## src/rtl/uart_cmd_pkg.sv

```systemverilog
// uart_cmd_pkg: shared types and constants for the UART command responder.
// Optional parity support is selected with UART_SLV_PARITY_EN.
package uart_cmd_pkg;

    localparam int BR_DEF   = 434;
    localparam int RW_BIT   = 7;
    localparam int ADDR_MSB = 6;

    typedef enum logic [3:0] {
        S_IDLE,
        S_RX_B0,
        S_WAIT_B1,
        S_RX_B1,
        S_TURN,
        S_TX_START,
        S_TX_DATA,
`ifdef UART_SLV_PARITY_EN
        S_TX_PAR,
`endif
        S_TX_STOP
    } state_t;

    typedef enum logic [2:0] {
        R_IDLE,
        R_START,
        R_DATA,
`ifdef UART_SLV_PARITY_EN
        R_PAR,
`endif
        R_STOP
    } rx_state_t;

    function automatic logic odd_par(input logic [7:0] d);
        return ~^d;
    endfunction

endpackage

```

## src/rtl/uart_slv_rx.sv

```systemverilog
// uart_slv_rx: synchroniser, start check and byte sampler.
// Parity bit is present only when UART_SLV_PARITY_EN is defined.
module uart_slv_rx
    import uart_cmd_pkg::*;
#(
    parameter int BR = BR_DEF
) (
    input  logic       clk,
    input  logic       rst_n,
    input  logic       rx,
    input  logic       en,
    output logic       busy,
    output logic       done,
    output logic       err,
    output logic [7:0] data
);

    localparam int CW = 9;
    localparam logic [CW-1:0] HALF = CW'(BR / 2);
    localparam logic [CW-1:0] LAST = CW'(BR - 1);

    logic          s1, s2, sp;
    rx_state_t     st, st_n;
    logic [CW-1:0] cnt;
    logic [2:0]    bi;
    logic          mid, start, ok;
`ifdef UART_SLV_PARITY_EN
    logic          par;
`endif

    assign mid   = (cnt == HALF);
    assign start = en && (st == R_IDLE) && sp && !s2;
    assign busy  = (st != R_IDLE);
`ifdef UART_SLV_PARITY_EN
    assign ok    = s2 && (par == odd_par(data));
`else
    assign ok    = s2;
`endif
    assign done  = (st == R_STOP) && mid && ok;
    assign err   = (st == R_STOP) && mid && !ok;

    // two-flop synchroniser plus edge history, idle level high
    always_ff @(posedge clk or negedge rst_n) begin
        if (!rst_n) begin
            s1 <= 1'b1;
            s2 <= 1'b1;
            sp <= 1'b1;
        end else begin
            s1 <= rx;
            s2 <= s1;
            sp <= s2;
        end
    end

    // receive state register
    always_ff @(posedge clk or negedge rst_n) begin
        if (!rst_n) st <= R_IDLE;
        else        st <= st_n;
    end

    // receive next-state: every sample lands at the bit centre
    always_comb begin
        st_n = st;
        unique case (st)
            R_IDLE:  if (start) st_n = R_START;
            R_START: if (mid) st_n = s2 ? R_IDLE : R_DATA;
`ifdef UART_SLV_PARITY_EN
            R_DATA:  if (mid && bi == 3'd7) st_n = R_PAR;
            R_PAR:   if (mid) st_n = R_STOP;
`else
            R_DATA:  if (mid && bi == 3'd7) st_n = R_STOP;
`endif
            R_STOP:  if (mid) st_n = R_IDLE;
            default: st_n = R_IDLE;
        endcase
    end

    // bit timer restarts on the start edge, shift in LSB first
    always_ff @(posedge clk or negedge rst_n) begin
        if (!rst_n) begin
            cnt  <= '0;
            bi   <= '0;
            data <= '0;
`ifdef UART_SLV_PARITY_EN
            par  <= 1'b0;
`endif
        end else begin
            cnt <= (start || cnt == LAST) ? '0 : cnt + 1'b1;
            if (st == R_START && mid) bi <= '0;
            if (st == R_DATA && mid) begin
                data <= {s2, data[7:1]};
                bi   <= bi + 3'd1;
            end
`ifdef UART_SLV_PARITY_EN
            if (st == R_PAR && mid) par <= s2;
`endif
        end
    end

endmodule

```

## src/rtl/uart_cmd_slave.sv

```systemverilog
// uart_cmd_slave: 2-frame command decoder, register strobes, reply TX.
// Define UART_SLV_PARITY_EN for 8O1 frames; 8N1 otherwise.
module uart_cmd_slave
    import uart_cmd_pkg::*;
#(
    parameter int BR       = BR_DEF,
    parameter int TURN_CYC = 400,
    parameter int BYTE_TO  = 20000
) (
    input  logic       clk,
    input  logic       rst_n,
    input  logic       rx,
    output logic       tx,
    output logic       reg_wr,
    output logic       reg_rd,
    output logic [6:0] reg_addr,
    output logic [7:0] reg_wdata,
    input  logic [7:0] reg_rdata,
    output logic       busy,
    output logic       err
);

    localparam int T1   = (BYTE_TO > TURN_CYC) ? BYTE_TO : TURN_CYC;
    localparam int TMAX = (T1 > BR) ? T1 : BR;
    localparam int TW   = $clog2(TMAX + 1);

    state_t        state, state_n;
    logic [TW-1:0] tmr;
    logic          tmr_clr, bit_end;
    logic [2:0]    bidx, bidx_n;
    logic [7:0]    b0, txd;
    logic          cap_pend;
    logic          wr_n, rd_n, err_n, tx_n;
    logic          rx_en, rx_busy, rx_done, rx_err;
    logic [7:0]    rx_data;

    assign bit_end = (tmr == TW'(BR - 1));
    assign busy    = (state != S_IDLE);
    assign rx_en   = (state == S_IDLE) || (state == S_RX_B0) ||
                     (state == S_WAIT_B1) || (state == S_RX_B1);

    uart_slv_rx #(.BR(BR)) u_rx (
        .clk   (clk),
        .rst_n (rst_n),
        .rx    (rx),
        .en    (rx_en),
        .busy  (rx_busy),
        .done  (rx_done),
        .err   (rx_err),
        .data  (rx_data)
    );

    // command state register
    always_ff @(posedge clk or negedge rst_n) begin
        if (!rst_n) state <= S_IDLE;
        else        state <= state_n;
    end

    // command next-state, strobes and next tx level
    always_comb begin
        state_n = state;
        tmr_clr = 1'b0;
        bidx_n  = bidx;
        wr_n    = 1'b0;
        rd_n    = 1'b0;
        err_n   = 1'b0;
        unique case (state)
            S_IDLE: if (rx_busy) state_n = S_RX_B0;
            S_RX_B0: begin
                if (rx_done) begin
                    state_n = S_WAIT_B1;
                    tmr_clr = 1'b1;
                end else if (rx_err) begin
                    err_n   = 1'b1;
                    state_n = S_IDLE;
                end else if (!rx_busy) begin
                    state_n = S_IDLE;
                end
            end
            S_WAIT_B1: begin
                if (rx_busy) begin
                    state_n = S_RX_B1;
                end else if (tmr == TW'(BYTE_TO - 1)) begin
                    err_n   = 1'b1;
                    state_n = S_IDLE;
                end
            end
            S_RX_B1: begin
                if (rx_done) begin
                    if (rx_data[RW_BIT]) begin
                        wr_n    = 1'b1;
                        state_n = S_IDLE;
                    end else begin
                        rd_n    = 1'b1;
                        state_n = S_TURN;
                        tmr_clr = 1'b1;
                    end
                end else if (rx_err) begin
                    err_n   = 1'b1;
                    state_n = S_IDLE;
                end else if (!rx_busy) begin
                    state_n = S_WAIT_B1;
                end
            end
            S_TURN: begin
                if (tmr == TW'(TURN_CYC - 2)) begin
                    state_n = S_TX_START;
                    tmr_clr = 1'b1;
                end
            end
            S_TX_START: begin
                if (bit_end) begin
                    state_n = S_TX_DATA;
                    tmr_clr = 1'b1;
                    bidx_n  = 3'd0;
                end
            end
            S_TX_DATA: begin
                if (bit_end) begin
                    tmr_clr = 1'b1;
                    if (bidx == 3'd7) begin
`ifdef UART_SLV_PARITY_EN
                        state_n = S_TX_PAR;
`else
                        state_n = S_TX_STOP;
`endif
                    end else begin
                        bidx_n = bidx + 3'd1;
                    end
                end
            end
`ifdef UART_SLV_PARITY_EN
            S_TX_PAR: begin
                if (bit_end) begin
                    state_n = S_TX_STOP;
                    tmr_clr = 1'b1;
                end
            end
`endif
            S_TX_STOP: if (bit_end) state_n = S_IDLE;
            default:   state_n = S_IDLE;
        endcase
        case (state_n)
            S_TX_START: tx_n = 1'b0;
            S_TX_DATA:  tx_n = txd[bidx_n];
`ifdef UART_SLV_PARITY_EN
            S_TX_PAR:   tx_n = odd_par(txd);
`endif
            default:    tx_n = 1'b1;
        endcase
    end

    // timers, registered outputs and the read-data capture
    always_ff @(posedge clk or negedge rst_n) begin
        if (!rst_n) begin
            tmr       <= '0;
            bidx      <= '0;
            tx        <= 1'b1;
            reg_wr    <= 1'b0;
            reg_rd    <= 1'b0;
            err       <= 1'b0;
            reg_addr  <= '0;
            reg_wdata <= '0;
            b0        <= '0;
            txd       <= '0;
            cap_pend  <= 1'b0;
        end else begin
            tmr      <= tmr_clr ? '0 : tmr + 1'b1;
            bidx     <= bidx_n;
            tx       <= tx_n;
            reg_wr   <= wr_n;
            reg_rd   <= rd_n;
            err      <= err_n;
            cap_pend <= reg_rd;
            if (cap_pend) txd <= reg_rdata;
            if (state == S_RX_B0 && rx_done) b0 <= rx_data;
            if (wr_n || rd_n) begin
                reg_addr  <= rx_data[ADDR_MSB:0];
                reg_wdata <= b0;
            end
        end
    end

endmodule

```

## config.mk

```make
export PLATFORM = sky130hd
export DESIGN_NAME = uart_cmd_slave
export DESIGN_NICKNAME = d
export VERILOG_FILES = /design/src/rtl/uart_cmd_pkg.sv /design/src/rtl/uart_slv_rx.sv /design/src/rtl/uart_cmd_slave.sv
export SDC_FILE = /design/constraint.sdc
export NUM_CORES = 1
export LEC_CHECK = 0
export ABC_AREA = 1
export BUFFER_PORTS_ARGS = -buffer_cell sky130_fd_sc_hd__buf_2
export CAP_MARGIN = 40
export CORE_UTILIZATION = 55
export CTS_BUF_LIST = sky130_fd_sc_hd__clkbuf_16
export DETAILED_ROUTE_END_ITERATION = 10
export GPL_TIMING_DRIVEN = 0
export PLACE_DENSITY = 0.81
export SLEW_MARGIN = 15
export SYNTH_ARGS = -nofsm -noshare
export SYNTH_HDL_FRONTEND = slang
export SYNTH_SLANG_ARGS = --single-unit
export TNS_END_PERCENT = 20
```

## constraint.sdc

```tcl
create_clock -name clk -period 2 [get_ports clk]
set_clock_uncertainty 0.1 [all_clocks]
set_input_delay 0.1 -clock clk [delete_from_list [all_inputs] [get_ports clk]]
set_output_delay 0.1 -clock clk [all_outputs]
set_load 0.02 [all_outputs]
```

# Word-level counts from Yosys, hierarchy flattened
# Index checks and enable logic that the tools add are counted.
# word_totals
reg_bits	84
word_cells	119
inputBits	11
out_inout_bits	20
# op_classes
n_addsub	4
n_mux	48
order_cmp	1
eq_ne	23
n_reduce_logical	24
# ops
cell	count
$mux 4	14
$pmux 4 s8	1
$eq 15x9->1 const B	2
$mux 3	10
$eq 4x3->1 const B	6
$add 15x1->15 const B	1
$eq 15x15->1 const B	1
$mux 15	1
$mux 1	14
$pmux 3 s4	1
$logic_and 1x1->1	10
$add 9x1->9 const B	1
$eq 9x8->1 const B	1
$eq 9x9->1 const B	1
$mux 9	1
$eq 4x2->1 const B	2
$ne 2x1->1 const B	4
$add 3x1->3 const B	2
$eq 3x2->1 const B	2
$eq 3x3->1 const B	2
$pmux 3 s2	1
$logic_or 1x1->1	5
$eq 4x1->1 const B	1
$logic_not 4->1	1
13 further kinds	15

# Longest topological paths before layout
# depth
word_depth	9
mapped_depth	17
ltp_nobuf	16

# By module
# A second synthesis with hierarchy kept.
# unflattened
hier_cells	459
area_unflattened_um2	4121.5
# by_module_without_submodules
mod	instances	seq_area_each_um2	cells_per_inst	area_each_um2
uart_cmd_slave	1	1452.6	306	2832.7
uart_slv_rx	1	629.4	153	1288.7

# Least setup slack after synthesis
# No wires, ideal clock.
# synth_path
path_kind	register to register
startpoint	reg tmr[1]
endpoint	reg tx
path_buffers	1
t_required_ns	1.822
setup_ns	0.078
arrival_ns	1.665
path_slack_ns	0.157
synth_period_minus_slack_ns	1.843
path_stages_with_launch	15
path_cell_list	dfrtp_1 -> inv_1 -> ha_1 -> inv_1 -> nor2_1 -> nand2_1 -> nor2_2 -> buf_6 -> nor2_2 -> nand2_2 -> nand3_2 -> nor3_2 -> nand2_1 -> o21bai_1 -> nand2_1
# synth_between
elab_chain_cells	6
word_cells_on_any_way	18
classes_between	5 x eq/ne; 13 x mux
# synth_rtl
element	line_no	rtl
start: declaration	uart_cmd_slave.sv:28	logic [TW-1:0] tmr;
start signal: assignment	uart_cmd_slave.sv:168	tmr <= tmr_clr ? '0 : tmr + 1'b1;
$eq 15x9->1 / $eq 15x15->1 (equally long branches)	uart_cmd_slave.sv:37, uart_cmd_slave.sv:83	
$mux 3, or another cell as far along	uart_cmd_slave.sv:119	if (bit_end) begin
$pmux 3 s2 / $mux 4 (equally long branches)	uart_cmd_slave.sv:67, uart_cmd_slave.sv:81	
$bmux 1 s3 / $pmux 4 s8 (equally long branches)	uart_cmd_slave.sv:145, uart_cmd_slave.sv:67	
$mux 1 (not written as such) / $eq 4x3->1 (equally long branches)	uart_cmd_slave.sv:145, uart_cmd_slave.sv:143	
$pmux 1 s2 (*)	uart_cmd_slave.sv:143	case (state_n)
named net tx_n	uart_cmd_slave.sv:33	logic wr_n, rd_n, err_n, tx_n;
end signal: assignment	uart_cmd_slave.sv:170	tx <= tx_n;
end: declaration	uart_cmd_slave.sv:13	output logic tx,
# The timed path passes the listed nets; every way through them passes the cells marked *. The select of a mux whose other input is x is not followed.
# A chain may end at the register's enable or synchronous reset.

# Worst setup path after layout
# layout_path
startpoint	reg bidx[0]
endpoint	reg tx
# layout_between
elab_chain_cells	7
word_cells_on_any_way	14
classes_between	1 x add/sub; 3 x eq/ne; 10 x mux
# layout_rtl
element	line_no	rtl
start: declaration	uart_cmd_slave.sv:30	logic [2:0] bidx, bidx_n;
start signal: assignment	uart_cmd_slave.sv:169	bidx <= bidx_n;
$add 3x1->3 / $eq 3x3->1 (equally long branches)	uart_cmd_slave.sv:128, uart_cmd_slave.sv:121	
$mux 3 (*)	uart_cmd_slave.sv:121	if (bidx == 3'd7) begin
$mux 3 (*)	uart_cmd_slave.sv:119	
$pmux 3 s2 (*)	uart_cmd_slave.sv:67	unique case (state)
named net bidx_n[1]	uart_cmd_slave.sv:30	
$bmux 1 s3 (*)	uart_cmd_slave.sv:145	S_TX_DATA: tx_n = txd[bidx_n];
$mux 1 (not written as such) (*)	uart_cmd_slave.sv:145	
$pmux 1 s2 (*)	uart_cmd_slave.sv:143	
named net tx_n	uart_cmd_slave.sv:33	
# Marks and branches as above.

==> metrics <==
run status finished, violations left; failing checks setup timing; pin count of the biggest net entering global routing 52; die area 0.00790 mm2; Max Clk Rate 468 MHz; TritonCTS buffer count 9; Placed Instances 605; Final Wtd Congestion 0.877; fraction of the mapped netlist area in compound gates 0.0799; end point of the critical path tx; Mapped Nets 494; TNS Setup -0.199 ns; number of core rows 31; fraction of the yosys area taken by sequential cells 0.502; growth of design area from synthesis to finish 28.5%; Netlist cell types 45; start point of the critical path bidx[0]; placeable core region 0.00729 mm2; Storage cell area 0.00209 mm2; via count of the first global-routing pass 3096; reg-to-reg setup timing slack -0.14 ns; htree depth 3; main combinational cell family by area after synthesis simple AND/OR/NAND/NOR gates; global-route wire length before repair 13.9 mm; hpwl dp 5.54 mm; endpoint of the worst register-to-register path tx; TritonRoute pass-1 iters 5; detail-routed via count per cell 5.37; Main synth FF type dfrtp_1; setup repair after global routing missed its margin yes; category of the worst setup path launch point register; Clock Path Buffers 2; total overflow reported by the global router 0; Layout Cells excl Fill 657; Die Y 88.9 um; Worst-Margin Slew 0.845 ns; required time of the worst setup path 2.19 ns; Slew Limit Fails 0; Vias 3531; commonest non-fill, non-tap cell in the layout inv_1; total global routing track utilization 0.233; initial core utilization 0.569; Final Hold Slack 0.145 ns; Diodes inserted 0; CP Capture Type register; Period minus WS final 2.14 ns; clock sinks 83; number of nets still failing antenna checks after routing 0; r2r startpoint bidx[0]; critical path peak fanout 4; WL final 10.3 mm; netlist area before placement 0.00415 mm2; MaxCap Viol Count 0; area of the multi-input gates 0.00187 mm2; PD cells 792 mW/mm2; number of synthesized flops with an enable pin 0; Cell Area, Placed 0.00446 mm2; Adder-Cell Fraction of Synth Area 0.0241; XOR/XNOR Fraction of Synth Area 0.0127; Final Hold Violating Endpoints 0; FFs w/ async S/R, synth 1.00; Period Utilization, post-route 1.07; worst setup slack after layout -0.138 ns; share of synthesized area spent on multiplexers 0.0338; Routed wire per std cell 15.7 um; Die W 88.9 um; TritonCTS clock tree done; insertion delay to the later sink of the worst-skew pair 0.35 ns; register bit count reported by yosys 83; most frequent cells in the layout inv_1 (90), dfrtp_1 (75), nand2_1 (56), nor2_1 (48), buf_2 (32); net count reported at finish 572; leakage component of the power 0.00294 uW; buffers added on ports 30; number of failing setup endpoints in the final timing report 3; Rel. slew slack 0.431; antenna violations before repair 0; Residual DRC 0; Hold/Removal Path Class in2async; mean cell area of the mapped netlist 8.74 um2; clk root buf clkbuf_16; DRC violation total after the first TritonRoute iteration 296; layout cell share with drive strength beyond 1 0.285; Filler Cell Count 472; I/O pin count 31; pre-CTS worst setup slack -0.0825 ns; Crit Path Class reg2reg; arrival time reported for the critical path endpoint 2.33 ns; Final Cell Area 0.00534 mm2; cell count after synthesis 475; yosys synthesis warning count 0; peak supply drop 0.000623 V; FF-to-FF path depth 14; clock-pin slew on the worst setup and hold paths 0.07 ns; simple-gate share of the synthesized area 0.243
[worst min path at each step]
stage | to | cells after the start
2_1_floorplan | b0[0] | 0
3_3_place_gp | u_rx.s1 | 1
3_5_place_dp | tmr[7] | 1
4_1_cts | tmr[7] | 2
5_1_grt | tmr[7] | 2
6_report | tmr[7] | 2
[logic make-up after synthesis]
group,count (synthesis)
flops,83
other cells,1
compound gates,56
mux,14
xor+xnor,6
simple gates,199
buf+inv,108
fa+ha+maj,8
[metal layers]
| layer | vias up | GRT usage | routed length, um |
|---|---|---|---|
| li1 | 1668 | - | - |
| met1 | 1686 | 0.282 | 4050 |
| met2 | 147 | 0.399 | 5500 |
| met3 | 30 | 0.0541 | 527 |
| met4 | 0 | 0.0997 | 256 |
| met5 | - | 0 | 0 |
[worst max-delay path, cell delays in order, from the launching register on]
cell,delay (ns)
dfrtp_1,0.45
ha_1,0.26
nand2_1,0.26
inv_1,0.12
nor2_1,0.18
o21ai_2,0.09
o211ai_2,0.08
nand2_2,0.12
inv_2,0.08
nand3_2,0.07
nand2_2,0.07
nand2_1,0.04
nand2_1,0.05
nand2_1,0.05
nand2_1,0.06
[flip-flops by register name, indices dropped and copies added, names as in the netlist, 2 cells and up]
signal and flops:
u_rx.bi 3, b0 8, tmr 15, u_rx.st 2, reg_addr 7, reg_wdata 8, bidx 3, state 4
u_rx.cnt 9, u_rx.data 8, txd 8
[synthesized netlist by cell type, types with 4 or more instances]
| cell | count | area, um2 |
|---|---|---|
| mux2i_1 | 14 | 140 |
| nor3_1 | 11 | 55.1 |
| dfstp_2 | 4 | 105 |
| o21ai_0 | 23 | 115 |
| a21oi_1 | 22 | 110 |
| ha_1 | 8 | 100 |
| nand4_1 | 15 | 93.8 |
| xor2_1 | 4 | 35.0 |
| nor2_1 | 59 | 221 |
| nor2_2 | 7 | 43.8 |
| nor3b_1 | 6 | 45.0 |
| nand3_1 | 16 | 80.1 |
| dfrtp_1 | 79 | 1980 |
| nand2_1 | 65 | 244 |
| inv_1 | 97 | 364 |
[report_power, final]
| group | internal (uW) | switching, uW |
|---|---|---|
| Sequential | 1780 | 113 |
| Clock | 987 | 720 |
| Combinational | 239 | 388 |
[timing repair]
action / 4_1_cts / 5_1_grt
endpoints found under the hold margin: 41 / 0
buffers inserted: 7 / 17
hold buffers: 10 / 0
pin swaps: 6 / 32
resized for setup: 9 / 58
setup endpoints to repair: 32 / 36
cloned: 1 / 1
[layout make-up]
| type | count | share of cell area |
|---|---|---|
| sequential | 83 | 0.391 |
| multi-input combinational | 284 | 0.351 |
| timing repair buffer | 67 | 0.0957 |
| inverter | 100 | 0.0703 |
| clock buffer | 9 | 0.0422 |
| tap | 99 | 0.0232 |
| clock inverter | 7 | 0.0155 |
| buffer | 8 | 0.0110 |
[per-stage QoR]
step	total power (uW)	util
finish	4230	0.732
global route	4390	0.732
CTS	4100	0.680
detailed placement	2350	0.611
global placement	2320	0.607
floorplan	2210	-
Power figures use the tool's default switching activity.
